==> config.mk <==
export PLATFORM = sky130hd
export DESIGN_NAME = alu_seq_acc_flat
export DESIGN_NICKNAME = d
export VERILOG_FILES = /design/src/rtl/alu_seq_acc_if.sv /design/src/rtl/alu_seq_acc.sv /design/src/flat_wrapper.sv
export SDC_FILE = /design/constraint.sdc
export NUM_CORES = 1
export LEC_CHECK = 0
export BUFFER_PORTS_ARGS = -buffer_cell sky130_fd_sc_hd__clkbuf_2
export CORE_MARGIN = 2
export CORE_UTILIZATION = 40
export DETAILED_ROUTE_END_ITERATION = 7
export RECOVER_POWER = 50
export SETUP_SLACK_MARGIN = 0.05
export SYNTH_ARGS = -nofsm -noshare
export SYNTH_HDL_FRONTEND = slang
export SYNTH_SLANG_ARGS = --single-unit
export TNS_END_PERCENT = 20
==> constraint.sdc <==
create_clock -name clock -period 3.35 [get_ports clock]
set_input_delay 0.335 -clock clock [delete_from_list [all_inputs] [get_ports clock]]
set_output_delay 0.335 -clock clock [all_outputs]
set_load 0.05 [all_outputs]
==> src/rtl/alu_seq_acc_if.sv <==
`default_nettype none
// ============================================================================
// Module      : alu_seq_acc_if
// Description : Start/busy/done handshake and operand/result bus of the
//               sequential accumulator ALU.
// Revision    : 1.0 - initial release
// ============================================================================
interface alu_seq_acc_if #(
    parameter int WIDTH = 4
);
    logic                 start;
    logic [2:0]           op;
    logic [WIDTH-1:0]     a;
    logic [WIDTH-1:0]     b;
    logic                 use_acc;
    logic                 busy;
    logic                 done;
    logic [2*WIDTH-1:0]   result;
    logic                 carry;
    logic                 zero;

    modport master (
        output start, op, a, b, use_acc,
        input  busy, done, result, carry, zero
    );

    modport slave (
        input  start, op, a, b, use_acc,
        output busy, done, result, carry, zero
    );
endinterface
`default_nettype wire

==> src/rtl/alu_seq_acc.sv <==
`default_nettype none
// ============================================================================
// Module      : alu_seq_acc
// Description : Registered ALU with accumulator feedback, start/busy/done
//               handshake and a WIDTH-cycle shift-add multiplier.
//               Define ALU_SAT_EN for saturating add/increment/subtract.
// Revision    : 1.0 - initial release
// ============================================================================
module alu_seq_acc #(
    parameter int WIDTH = 4
) (
    input  wire logic     clock,
    input  wire logic     reset,
    alu_seq_acc_if.slave  bus
);
    localparam int RW    = 2 * WIDTH;
    localparam int CNT_W = $clog2(WIDTH + 1);
    localparam logic [WIDTH:0] SHIFT_LIM = (WIDTH + 1)'(RW);
`ifdef ALU_SAT_EN
    localparam bit SAT = 1'b1;
`else
    localparam bit SAT = 1'b0;
`endif

    typedef enum logic [1:0] {
        S_IDLE = 2'd0,
        S_EXEC = 2'd1,
        S_MUL  = 2'd2
    } state_t;

    state_t             state_q, state_d;
    logic [2:0]         op_q, op_d;
    logic [WIDTH-1:0]   a_q, a_d;
    logic [WIDTH-1:0]   b_q, b_d;
    logic [RW-1:0]      mcand_q, mcand_d;
    logic [RW-1:0]      prod_q, prod_d;
    logic [CNT_W-1:0]   cnt_q, cnt_d;
    logic [RW-1:0]      result_q, result_d;
    logic               carry_q, carry_d;
    logic               zero_q, zero_d;
    logic               done_q, done_d;

    logic [WIDTH:0]     sum_inc, sum_add, diff;
    logic [RW-1:0]      ext_a, mul_sum;
    logic [RW-1:0]      alu_res;
    logic               alu_carry;

    assign sum_inc = {1'b0, a_q} + {{WIDTH{1'b0}}, 1'b1};
    assign sum_add = {1'b0, a_q} + {1'b0, b_q};
    // MSB of the extended difference is the borrow (set exactly when A < B).
    assign diff    = {1'b0, a_q} - {1'b0, b_q};
    assign ext_a   = {{WIDTH{1'b0}}, a_q};
    assign mul_sum = prod_q + (b_q[0] ? mcand_q : '0);

    always_comb begin
        alu_res   = '0;
        alu_carry = 1'b0;
        case (op_q)
            3'b000: begin
                alu_res   = RW'(sum_inc);
                alu_carry = sum_inc[WIDTH];
            end
            3'b001: begin
                alu_res   = RW'(sum_add);
                alu_carry = sum_add[WIDTH];
            end
            3'b010: begin
                alu_res   = RW'(diff[WIDTH-1:0]);
                alu_carry = diff[WIDTH];
            end
            3'b011: alu_res = {a_q | b_q, a_q ^ b_q};
            3'b100: alu_res = RW'(|{a_q, b_q});
            3'b101: alu_res = {a_q, b_q};
            3'b110: alu_res = ({1'b0, b_q} >= SHIFT_LIM) ? '0 : (ext_a << b_q);
            3'b111: alu_res = '0;  // multiply completes in S_MUL
        endcase
        if (SAT && alu_carry) begin
            if (op_q == 3'b000 || op_q == 3'b001) begin
                alu_res = {{WIDTH{1'b0}}, {WIDTH{1'b1}}};
            end else if (op_q == 3'b010) begin
                alu_res = '0;
            end
        end
    end

    always_comb begin
        state_d  = state_q;
        op_d     = op_q;
        a_d      = a_q;
        b_d      = b_q;
        mcand_d  = mcand_q;
        prod_d   = prod_q;
        cnt_d    = cnt_q;
        result_d = result_q;
        carry_d  = carry_q;
        zero_d   = zero_q;
        done_d   = 1'b0;
        case (state_q)
            S_IDLE: begin
                if (bus.start) begin
                    op_d    = bus.op;
                    a_d     = bus.a;
                    b_d     = bus.use_acc ? result_q[WIDTH-1:0] : bus.b;
                    mcand_d = RW'(bus.a);
                    prod_d  = '0;
                    cnt_d   = '0;
                    state_d = (bus.op == 3'b111) ? S_MUL : S_EXEC;
                end
            end
            S_EXEC: begin
                result_d = alu_res;
                carry_d  = alu_carry;
                zero_d   = (alu_res == '0);
                done_d   = 1'b1;
                state_d  = S_IDLE;
            end
            S_MUL: begin
                // b_q doubles as the multiplier shift register, LSB first.
                prod_d  = mul_sum;
                mcand_d = mcand_q << 1;
                b_d     = b_q >> 1;
                cnt_d   = cnt_q + 1'b1;
                if (cnt_q == CNT_W'(WIDTH - 1)) begin
                    result_d = mul_sum;
                    carry_d  = 1'b0;
                    zero_d   = (mul_sum == '0);
                    done_d   = 1'b1;
                    state_d  = S_IDLE;
                end
            end
            default: state_d = S_IDLE;
        endcase
    end

    always_ff @(posedge clock or posedge reset) begin
        if (reset) begin
            state_q  <= S_IDLE;
            op_q     <= '0;
            a_q      <= '0;
            b_q      <= '0;
            mcand_q  <= '0;
            prod_q   <= '0;
            cnt_q    <= '0;
            result_q <= '0;
            carry_q  <= 1'b0;
            zero_q   <= 1'b1;
            done_q   <= 1'b0;
        end else begin
            state_q  <= state_d;
            op_q     <= op_d;
            a_q      <= a_d;
            b_q      <= b_d;
            mcand_q  <= mcand_d;
            prod_q   <= prod_d;
            cnt_q    <= cnt_d;
            result_q <= result_d;
            carry_q  <= carry_d;
            zero_q   <= zero_d;
            done_q   <= done_d;
        end
    end

    assign bus.busy   = (state_q != S_IDLE);
    assign bus.done   = done_q;
    assign bus.result = result_q;
    assign bus.carry  = carry_q;
    assign bus.zero   = zero_q;
endmodule
`default_nettype wire

==> src/flat_wrapper.sv <==
// flat-port wrapper written by rule: the top's interface ports become plain ports
module alu_seq_acc_flat 
#(
    parameter int WIDTH = 4
)
  (clock, reset, bus_start, bus_op, bus_a, bus_b, bus_use_acc, bus_busy, bus_done, bus_result, bus_carry, bus_zero);
  alu_seq_acc_if #(.WIDTH(WIDTH)) bus_i ();
  input  wire logic clock;
  input  wire logic reset;
  input wire logic [$bits(bus_i.start)-1:0] bus_start;
  input wire logic [$bits(bus_i.op)-1:0] bus_op;
  input wire logic [$bits(bus_i.a)-1:0] bus_a;
  input wire logic [$bits(bus_i.b)-1:0] bus_b;
  input wire logic [$bits(bus_i.use_acc)-1:0] bus_use_acc;
  output wire logic [$bits(bus_i.busy)-1:0] bus_busy;
  output wire logic [$bits(bus_i.done)-1:0] bus_done;
  output wire logic [$bits(bus_i.result)-1:0] bus_result;
  output wire logic [$bits(bus_i.carry)-1:0] bus_carry;
  output wire logic [$bits(bus_i.zero)-1:0] bus_zero;
  assign bus_i.start = bus_start;
  assign bus_i.op = bus_op;
  assign bus_i.a = bus_a;
  assign bus_i.b = bus_b;
  assign bus_i.use_acc = bus_use_acc;
  assign bus_busy = bus_i.busy;
  assign bus_done = bus_i.done;
  assign bus_result = bus_i.result;
  assign bus_carry = bus_i.carry;
  assign bus_zero = bus_i.zero;
  alu_seq_acc #(.WIDTH(WIDTH)) u_core (.clock(clock), .reset(reset), .bus(bus_i));
endmodule
==> results.yml <==
setup_path:
  r2r_slack_ps: 490
  required_ps: 3590
  cp-start-kind: "flop"
  r2r_start: "u_core.b_q[2]$_DFFE_PP0P_"
  arrival_ps: 3090
  worstReg2RegEnd: "u_core.bus.result[3]$_DFFE_PP0P_"
  crit_path_end_kind: "flop"
  startpoint: "u_core.b_q[2]$_DFFE_PP0P_"
  ff2ff_path_depth: 9
  critical_path_class: "flop to flop"
  cp_max_fo: 11
  critPathCapture: "u_core.bus.result[3]$_DFFE_PP0P_"
timing:
  finalHoldViolCount: 0
  drv_slew: 44
  worst_slew_pin_slew_ps: 2340
  max_clock_freq_mhz: 350
  rsz0062_at_grt: "no"
  period_share_pct: 85.3
  min_period_ps: 2860
  finalSetupTns_ps: 0
  setup_viol: 0
  skew_ps: 5.82
  relSlewSlack_pct: -56.2
clocking:
  cts.clk_slew.worst_paths_ps: 90
  cts_tree: "done"
  cts-root-buf: "clkbuf_8"
  worstSkewPairLatency_ps: 290
  numClockSinks: 43
  cts_buffers: 5
  cts_buffer_depth: 2
  cts_setup_buffers: 0
  h-tree-depth: 2
  cts_hold_buf: 0
  cts_repair_resize_count: 0
cells_and_area:
  layout-drive-gt1-share_pct: 12.8
  final_common_cell: "dfrtp_1"
  final_nets: 420
  antenna_cells: 0
  syn_to_final_growth_pct: 9.41
  final_cell_mix: "dfrtp_1 (42), nand2_1 (31), ha_1 (27), o21ai_0 (26), inv_1 (23)"
floorplan:
  fp-row-count: 32
  chipHeight_um: 93.2
  core_area_mm2: 0.00773
  io-pin-count: 27
  dieArea_mm2: 0.00868
  die_w_um: 93.2
  start_util_pct: 41.1
detailed_routing:
  drt-pass1-iter-count: 4
  drc: 0
  antenna_left: 0
  drtIter0Drc: 239
  routed_wl_um: 8140
  vias: 2756
  post_drt_wl_per_cell_um: 17.0
  via_per_inst: 5.77
power:
  power_leakage_nw: 1.57
  irDropWorstVdd_mv: 0.481
  internal_power_mw: 1.44
  finalPower_mw: 2.89
  switching_share_pct: 50.3
  pwr-share-seq_pct: 31.1
  p_per_area_mw_per_mm2: 832
  clkPwrFrac_pct: 11.5
  pwr-share-comb_pct: 57.4
  p_sw_mw: 1.46
grt:
  grt_max_degree: 44
  grt.total_usage_pct: 19.7
  grt_overflow: 0
  grt_pass1_vias: 2694
  grt_pass1_wl_um: 13500
  antenna_found_initial: 0
synthesis:
  synth_area_leaders: "dfrtp_1 (33%), ha_1 (11%), o21ai_0 (4.1%)"
  synth_edf_count: 0
  synth.distinct_cells: 58
  synth_top_area_share_pct: 33.1
  yosysTopAreaCell: "dfrtp_1"
  synth_area_mm2: 0.00318
  syn_avg_cell_area_um2: 8.93
  synthFlopType: "dfrtp_1"
  synth-seq-area-share_pct: 33.9
  syn-num-nets: 401
  synthCells: 356
  ys_async_sr_fraction_pct: 100
  ys.warnings.count: 0
  ys_seq_elements: 43
placement:
  hpwl_um: 6160
  port_buffers: 26
  gp_congestion: 0.978
run:
  maxCapViolCount: 1
worst_hold_path:
  hold_class: "input pin to flop"
  worstHoldStart: "bus_op[0]"
outcome:
  violations: "max-capacitance violations, max-slew violations"
  status: "complete, but fails checks"
-- critical path, stage by stage, from the launching register on --
cell and delay [ps]:
dfrtp_1 560, inv_1 210, ha_1 470, inv_1 100, a21oi_1 170, xnor2_1 80
a2111oi_0 660, a311oi_1 180, o211ai_1 230, o21a_1 140
-- Yosys cell counts (2+ instances only) --
cell and instances:
nor3_1 3, a21o_1 2, or2_2 2, clkbuf_1 18
mux2i_1 11, nor2b_1 3, a21boi_0 2, xor2_1 4
nor3b_1 2, xnor2_1 7, o22ai_1 6, nor2_1 22
and3_1 2, a21oi_1 21, ha_1 27, inv_1 24
nand2b_1 10, o2bb2ai_1 3, nand4_1 3, a22oi_1 2
dfrtp_1 42, o31ai_1 2, a211oi_1 2, nand3_1 12
o211ai_1 4, buf_2 2, nand2_1 31, a31oi_1 2
o21ai_0 26, o221ai_1 3, a221oi_1 2, mux2_2 7
a22o_1 13, and2_1 8, fa_1 3
-- routing by layer --
layer  global-route usage (%)  wire length (µm)  vias to the layer above  part of all wire, %
li1                         -                 -                     1313                    -
met1                     28.8              3880                     1320                   48
met2                     30.1              3640                      107                   45
met3                     3.30               472                       16                  5.8
met4                     5.76               146                        0                  1.8
met5                        0                 0                        -                    0
-- per-stage QoR --
step | instances | instance area, µm² | hold WS [ps] | setup WS, ps | utilization (%)
2_1_floorplan | 356 | 3180 | 450 | 703 | -
3_3_place_gp | 470 | 3400 | 464 | 517 | 44.1
3_5_place_dp | 470 | 3400 | 480 | 605 | 44.1
4_1_cts | 478 | 3490 | 165 | 578 | 45.2
5_1_grt | 478 | 3480 | 281 | 198 | 45.0
6_report | 478 | 3480 | 280 | 493 | 45.0
-- cells by family after synthesis --
group / share of synthesized area (%)
compound gates: 21.9
xor+xnor: 3.03
fa+ha+maj: 12.5
buf+inv: 5.63
flops: 33.9
mux: 6.65
simple gates: 16.4
-- how the worst min path moves through the flow --
stage,endpoint,cells past startpoint
detailed placement,u_core.cnt_q[2]$_DFFE_PP0P_,2
floorplan,u_core.cnt_q[2]$_DFFE_PP0P_,2
global route,u_core.op_q[0]$_DFFE_PP0P_,2
global placement,u_core.cnt_q[2]$_DFFE_PP0P_,2
CTS,u_core.state_q[1]$_DFFE_PP0P_,3
finish,u_core.op_q[0]$_DFFE_PP0P_,2
-- power groups by stage --
stage / combinational [mW] / sequential (mW) / clock, mW
detailed placement: 1.64 / 0.907 / 0
floorplan: 1.13 / 0.990 / 0
CTS: 1.65 / 0.897 / 0.344
global route: 1.82 / 0.931 / 0.365
global placement: 1.66 / 0.903 / 0
finish: 1.66 / 0.901 / 0.333
-- area by class of cell --
class,instances,area [µm²]
well taps,102,128
flip-flops and latches,43,1080
clock buffers,6,72.6
inverters,24,90.1
clock inverters,2,12.5
repair buffers,33,171
fillers,754,4250
multi-input cells,268,1930
-- flip-flops by register name, summed over array words and instances, names as in the netlist --
register           flops
u_core.bus.result      8
u_core.mcand_q         8
u_core.prod_q          8
u_core.a_q             4
u_core.b_q             4
u_core.cnt_q           3
u_core.op_q            3
u_core.state_q         2
u_core.bus.carry       1
u_core.bus.done        1
u_core.bus.zero        1
Note: power is estimated with default switching activity, not from simulation.
